**config.mk**
```make
export PLATFORM = sky130hd
export DESIGN_NAME = phys_free_list
export DESIGN_NICKNAME = d
export VERILOG_FILES = /design/src/rtl/phys_free_list.sv
export SDC_FILE = /design/constraint.sdc
export NUM_CORES = 1
export LEC_CHECK = 0
export CAP_MARGIN = 20
export CORE_ASPECT_RATIO = 1.5
export CORE_UTILIZATION = 38
export DETAILED_ROUTE_END_ITERATION = 8
export SLEW_MARGIN = 15
export SYNTH_ARGS = -nofsm -noshare
export SYNTH_HDL_FRONTEND = slang
export SYNTH_SLANG_ARGS = --single-unit
```
**constraint.sdc**
```tcl
create_clock -name clk -period 8.3 [get_ports clk]
set_input_delay 1.66 -clock clk [delete_from_list [all_inputs] [get_ports clk]]
set_output_delay 1.66 -clock clk [all_outputs]
set_load 0.01 [all_outputs]
```
**src/rtl/phys_free_list.sv**
```systemverilog
// Circular FIFO of free physical register indices between the RRF (frees) and rename (allocates).
// A mispredict rewinds head onto tail so every entry behind tail becomes free again.
module phys_free_list #(
  parameter int NUM_PHYS_REGS = 64,
  parameter int WIDTH         = 6,
  parameter int SS            = 2,
  parameter int SS_BITS       = 1,
  parameter int DEPTH         = NUM_PHYS_REGS - 32
) (
  input  logic                               clk,
  input  logic                               rst,
  input  logic                               mispredict,
  input  logic [SS_BITS:0]                   pop_cnt,
  output logic [SS-1:0][WIDTH-1:0]           pd_dispatch,
  output logic [$clog2(DEPTH+1)-1:0]         free_cnt,
  input  logic [SS_BITS:0]                   push_cnt,
  input  logic [SS-1:0][WIDTH-1:0]           push_regs,
  output logic                               err
);

  localparam int PTR_W = (DEPTH > 1) ? $clog2(DEPTH) : 1;
  localparam int CNT_W = $clog2(DEPTH + 1);

  logic [WIDTH-1:0] queue_q [DEPTH];
  logic [PTR_W-1:0] head_q, head_d;
  logic [PTR_W-1:0] tail_q, tail_d;
  logic [CNT_W-1:0] count_q, count_d;
  logic             err_q, err_d;

  logic             pop_ok, push_ok, zero_seen;
  logic [CNT_W:0]   pop_ext, push_ext, cnt_ext, pops, occ_after;

  // DEPTH need not be a power of two, so wrap by compare rather than truncation.
  function automatic logic [PTR_W-1:0] wrap_add(input logic [PTR_W-1:0] p, input int unsigned n);
    int unsigned s;
    s = 32'(p) + n;
    if (s >= 32'(DEPTH)) s = s - 32'(DEPTH);
    return PTR_W'(s);
  endfunction

  always_comb begin
    pop_ext   = (CNT_W+1)'(pop_cnt);
    push_ext  = (CNT_W+1)'(push_cnt);
    cnt_ext   = (CNT_W+1)'(count_q);
    pop_ok    = mispredict || (pop_ext <= cnt_ext);
    pops      = (mispredict || !pop_ok) ? '0 : pop_ext;
    occ_after = cnt_ext - pops + push_ext;
    push_ok   = occ_after <= (CNT_W+1)'(DEPTH);

    zero_seen = 1'b0;
    for (int unsigned i = 0; i < SS; i++) begin
      if (i < 32'(push_cnt) && push_regs[i] == '0) zero_seen = 1'b1;
    end

    tail_d  = push_ok ? wrap_add(tail_q, 32'(push_cnt)) : tail_q;
    head_d  = mispredict ? tail_d : wrap_add(head_q, 32'(pops));
    count_d = mispredict ? CNT_W'(DEPTH)
                         : (push_ok ? CNT_W'(occ_after) : CNT_W'(cnt_ext - pops));
    err_d   = err_q | ~pop_ok | ~push_ok | zero_seen;
  end

  always_ff @(posedge clk or posedge rst) begin
    if (rst) begin
      for (int unsigned i = 0; i < DEPTH; i++) queue_q[i] <= WIDTH'(32 + i);
      head_q  <= '0;
      tail_q  <= '0;
      count_q <= CNT_W'(DEPTH);
      err_q   <= 1'b0;
    end else begin
      for (int unsigned i = 0; i < SS; i++) begin
        if (push_ok && i < 32'(push_cnt)) queue_q[wrap_add(tail_q, i)] <= push_regs[i];
      end
      head_q  <= head_d;
      tail_q  <= tail_d;
      count_q <= count_d;
      err_q   <= err_d;
    end
  end

  always_comb begin
    for (int unsigned i = 0; i < SS; i++) begin
      pd_dispatch[i] = (i < 32'(count_q)) ? queue_q[wrap_add(head_q, i)] : '0;
    end
  end

  assign free_cnt = count_q;
  assign err      = err_q;

endmodule

```
==> results.json <==
{
  "status": "finished clean",
  "clk_pin_slew_ps": 60,
  "ant_nets": 0,
  "power.net_switching_mw": 3.08,
  "io_pins": 38,
  "worst_pin_slew_ps": 1060,
  "grt-ovfl-total": 0,
  "required_ps": 8710,
  "cts_buffer_depth": 3,
  "post_cts_resized": 0,
  "cts_root_buffer": "clkbuf_16",
  "yosys_warnings": 0,
  "start_util_pct": 38.8,
  "critPathKind": "input port to flop",
  "yosysSeqAreaShare_pct": 35.8,
  "h-tree-depth": 1,
  "synth_nets": 1174,
  "final_cell_mix": "327 x mux2_2, 114 x mux4_2, 113 x dfstp_2, 94 x dfrtp_1, 61 x nor2_1",
  "setup.worst_path.start_class": "input port",
  "period_minus_slack_ps": 6800,
  "fin_crit_sh_pct": 81.9,
  "pwr-share-clk_pct": 13.7,
  "die_area_mm2": 0.0403,
  "dr.first_iter.drc_count": 690,
  "die_y_um": 245,
  "finalMaxSlewViolations": 0,
  "internal_power_mw": 4.57,
  "endpoint_kind": "flop",
  "port_buffers": 37,
  "drive_above_1_share_pct": 59.3,
  "synth.top_cell.area_share_pct": 24.5,
  "cts_made_buffers": 23,
  "endpoint": "queue_q[75]$_DFF_PP0_",
  "slew_headroom_pct": 29.3,
  "grt_start_max_net_pins": 93,
  "vias": 10200,
  "power_mw": 7.65,
  "wire_per_inst_um": 28.1,
  "via_per_inst": 6.17,
  "wl_mm": 46.3,
  "hpwlAfterDp_mm": 31.5,
  "grt_pass1_vias": 10500,
  "placement_rows": 88,
  "synthDistinctLibCells": 63,
  "async_flop_share_pct": 100,
  "grt_antenna_before_repair": 0,
  "fmax_mhz": 147,
  "cp-startpoint": "pop_cnt[1]",
  "seqPwrFrac_pct": 29.0,
  "sw_frac_of_total_pct": 40.3,
  "clock_latency_ps": 530,
  "clock_sinks": 209,
  "hp-class": "flop to flop",
  "yosys.area.top_type": "mux2_2",
  "hold_viol": 0,
  "avgSynthCellArea_um2": 13.2,
  "postCtsSetupRepairBufs": 0,
  "finalNetCount": 1171,
  "finClkSkew_ps": 16.8,
  "gp_congestion": 0.883,
  "syn_to_final_growth_pct": 10.7,
  "setup-violations-final": 0,
  "synth-seq-cells": 209,
  "gr-usage-all-layers_pct": 23.9,
  "powerDensity_mw_per_mm2": 460,
  "synthCells": 1140,
  "tns_ps": 0,
  "ff2ff_path_depth": 14,
  "synth_edf_count": 0,
  "whs_ps": 484,
  "synthTopCellsByArea": "mux2_2 25%, dfstp_2 20%, mux4_2 17%, dfrtp_1 16%, mux2i_1 3.6%",
  "leakagePower_nw": 6.23,
  "core-area_mm2": 0.0386,
  "hold_buffers": 0,
  "maxCapViolations": 0,
  "cts_tree": "yes",
  "ir_drop_uv": 299,
  "cp_data_arrival_time_ps": 7210,
  "dr.pass1.iters": 5,
  "pwr-share-comb_pct": 57.3,
  "grt_pass1_wl_mm": 70.5,
  "timing.rr.end": "queue_q[75]$_DFF_PP0_",
  "reg2reg_slack_ps": 2490,
  "rsz0062_at_grt": "no",
  "cp_max_fo": 18,
  "reg2reg_from": "free_cnt[3]$_DFF_PP0_",
  "layout_commonest_cell": "mux2_2",
  "ys.flop_type": "dfstp_2",
  "drc": 0,
  "synth_area_mm2": 0.0150,
  "die_w_um": 164
}
[worst min-delay path by stage]
stage	start	to	slack, ps	depth (start not counted)
final	queue_q[22]$_DFF_PP1_	queue_q[22]$_DFF_PP1_	480	2
after global routing	queue_q[20]$_DFF_PP1_	queue_q[20]$_DFF_PP1_	510	2
after CTS	queue_q[22]$_DFF_PP1_	queue_q[22]$_DFF_PP1_	480	2
after detailed placement	queue_q[20]$_DFF_PP1_	queue_q[20]$_DFF_PP1_	470	2
after global placement	queue_q[22]$_DFF_PP1_	queue_q[22]$_DFF_PP1_	470	2
after floorplan	queue_q[23]$_DFF_PP1_	queue_q[23]$_DFF_PP1_	450	2
[stage by stage]
| stage | instances | worst slack [ps] | area (µm²) | util [%] |
|---|---|---|---|---|
| finish | 1649 | 1500 | 16600 | 43.0 |
| global route | 1648 | 1240 | 16600 | 43.0 |
| CTS | 1646 | 1530 | 16600 | 42.9 |
| detailed placement | 1605 | 998 | 15800 | 41.0 |
| global placement | 1604 | 1040 | 15800 | 41.0 |
| floorplan | 1140 | 1120 | 15000 | - |
[critical path, cell delays in order]
cell             delay (ps)
clkdlybuf4s50_1         430
ha_1                    320
a21oi_1                 130
a21oi_1                  70
a21oi_1                 170
and2_1                  190
ha_1                    180
inv_1                    60
fa_1                    510
fa_1                    440
or2_0                   240
a2111o_1                390
a211o_1                 640
a2111oi_2              1080
mux2_2                  410
mux2_2                  250
[state kept, by name, summed over array words and instances (netlist names)]
register / flops
queue_q: 192
err: 1
head_q: 5
free_cnt: 6
tail_q: 5
[logic make-up (layout without fill, tap and decap cells)]
kind of cell / after synthesis / in the layout / share of synthesized area (%)
DFF: 209 / 209 / 35.8
muxes: 497 / 497 / 45.4
other: 0 / 1 / 0
adders and majority gates: 15 / 15 / 1.45
AOI/OAI and AO/OA: 114 / 114 / 6.86
buffers and inverters: 116 / 129 / 3.24
xor gates and xnor gates: 17 / 17 / 1.09
and+or+nand+nor: 172 / 172 / 6.14
[synth_stat cells, drive strengths merged (26+ instances only)]
cell	n
a21oi	40
buf	30
mux2	329
nor3	34
dfstp	113
nor2	61
mux2i	54
clkbuf	69
nand2	26
mux4	114
dfrtp	96
[power groups by stage]
| stage | clock (mW) | sequential, mW | combinational (mW) |
|---|---|---|---|
| finish | 1.05 | 2.22 | 4.38 |
| global route | 1.10 | 2.29 | 4.64 |
| CTS | 1.07 | 2.21 | 4.37 |
| detailed placement | 0 | 2.23 | 4.34 |
| global placement | 0 | 2.19 | 4.28 |
| floorplan | 0 | 1.91 | 3.28 |
[area by class of cell]
type	count	area (µm²)
diodes	1	2.50
repair buffers	71	601
clock buffers	34	667
clock inverters	7	88.8
well taps	495	619
fillers	3515	22000
flip-flops and latches	209	5380
inverters	17	71.3
multi-input cells	815	9180
[metal layers]
metal  track usage [%]  up-vias  routed length [µm]
met5                 0        -                   0
met4              11.5        0                2470
met3              2.26       90                1660
met2              41.6      307               24100
met1              29.3     5376               18100
li1                  -     4398                   -
(Power assumes the default switching activity.)
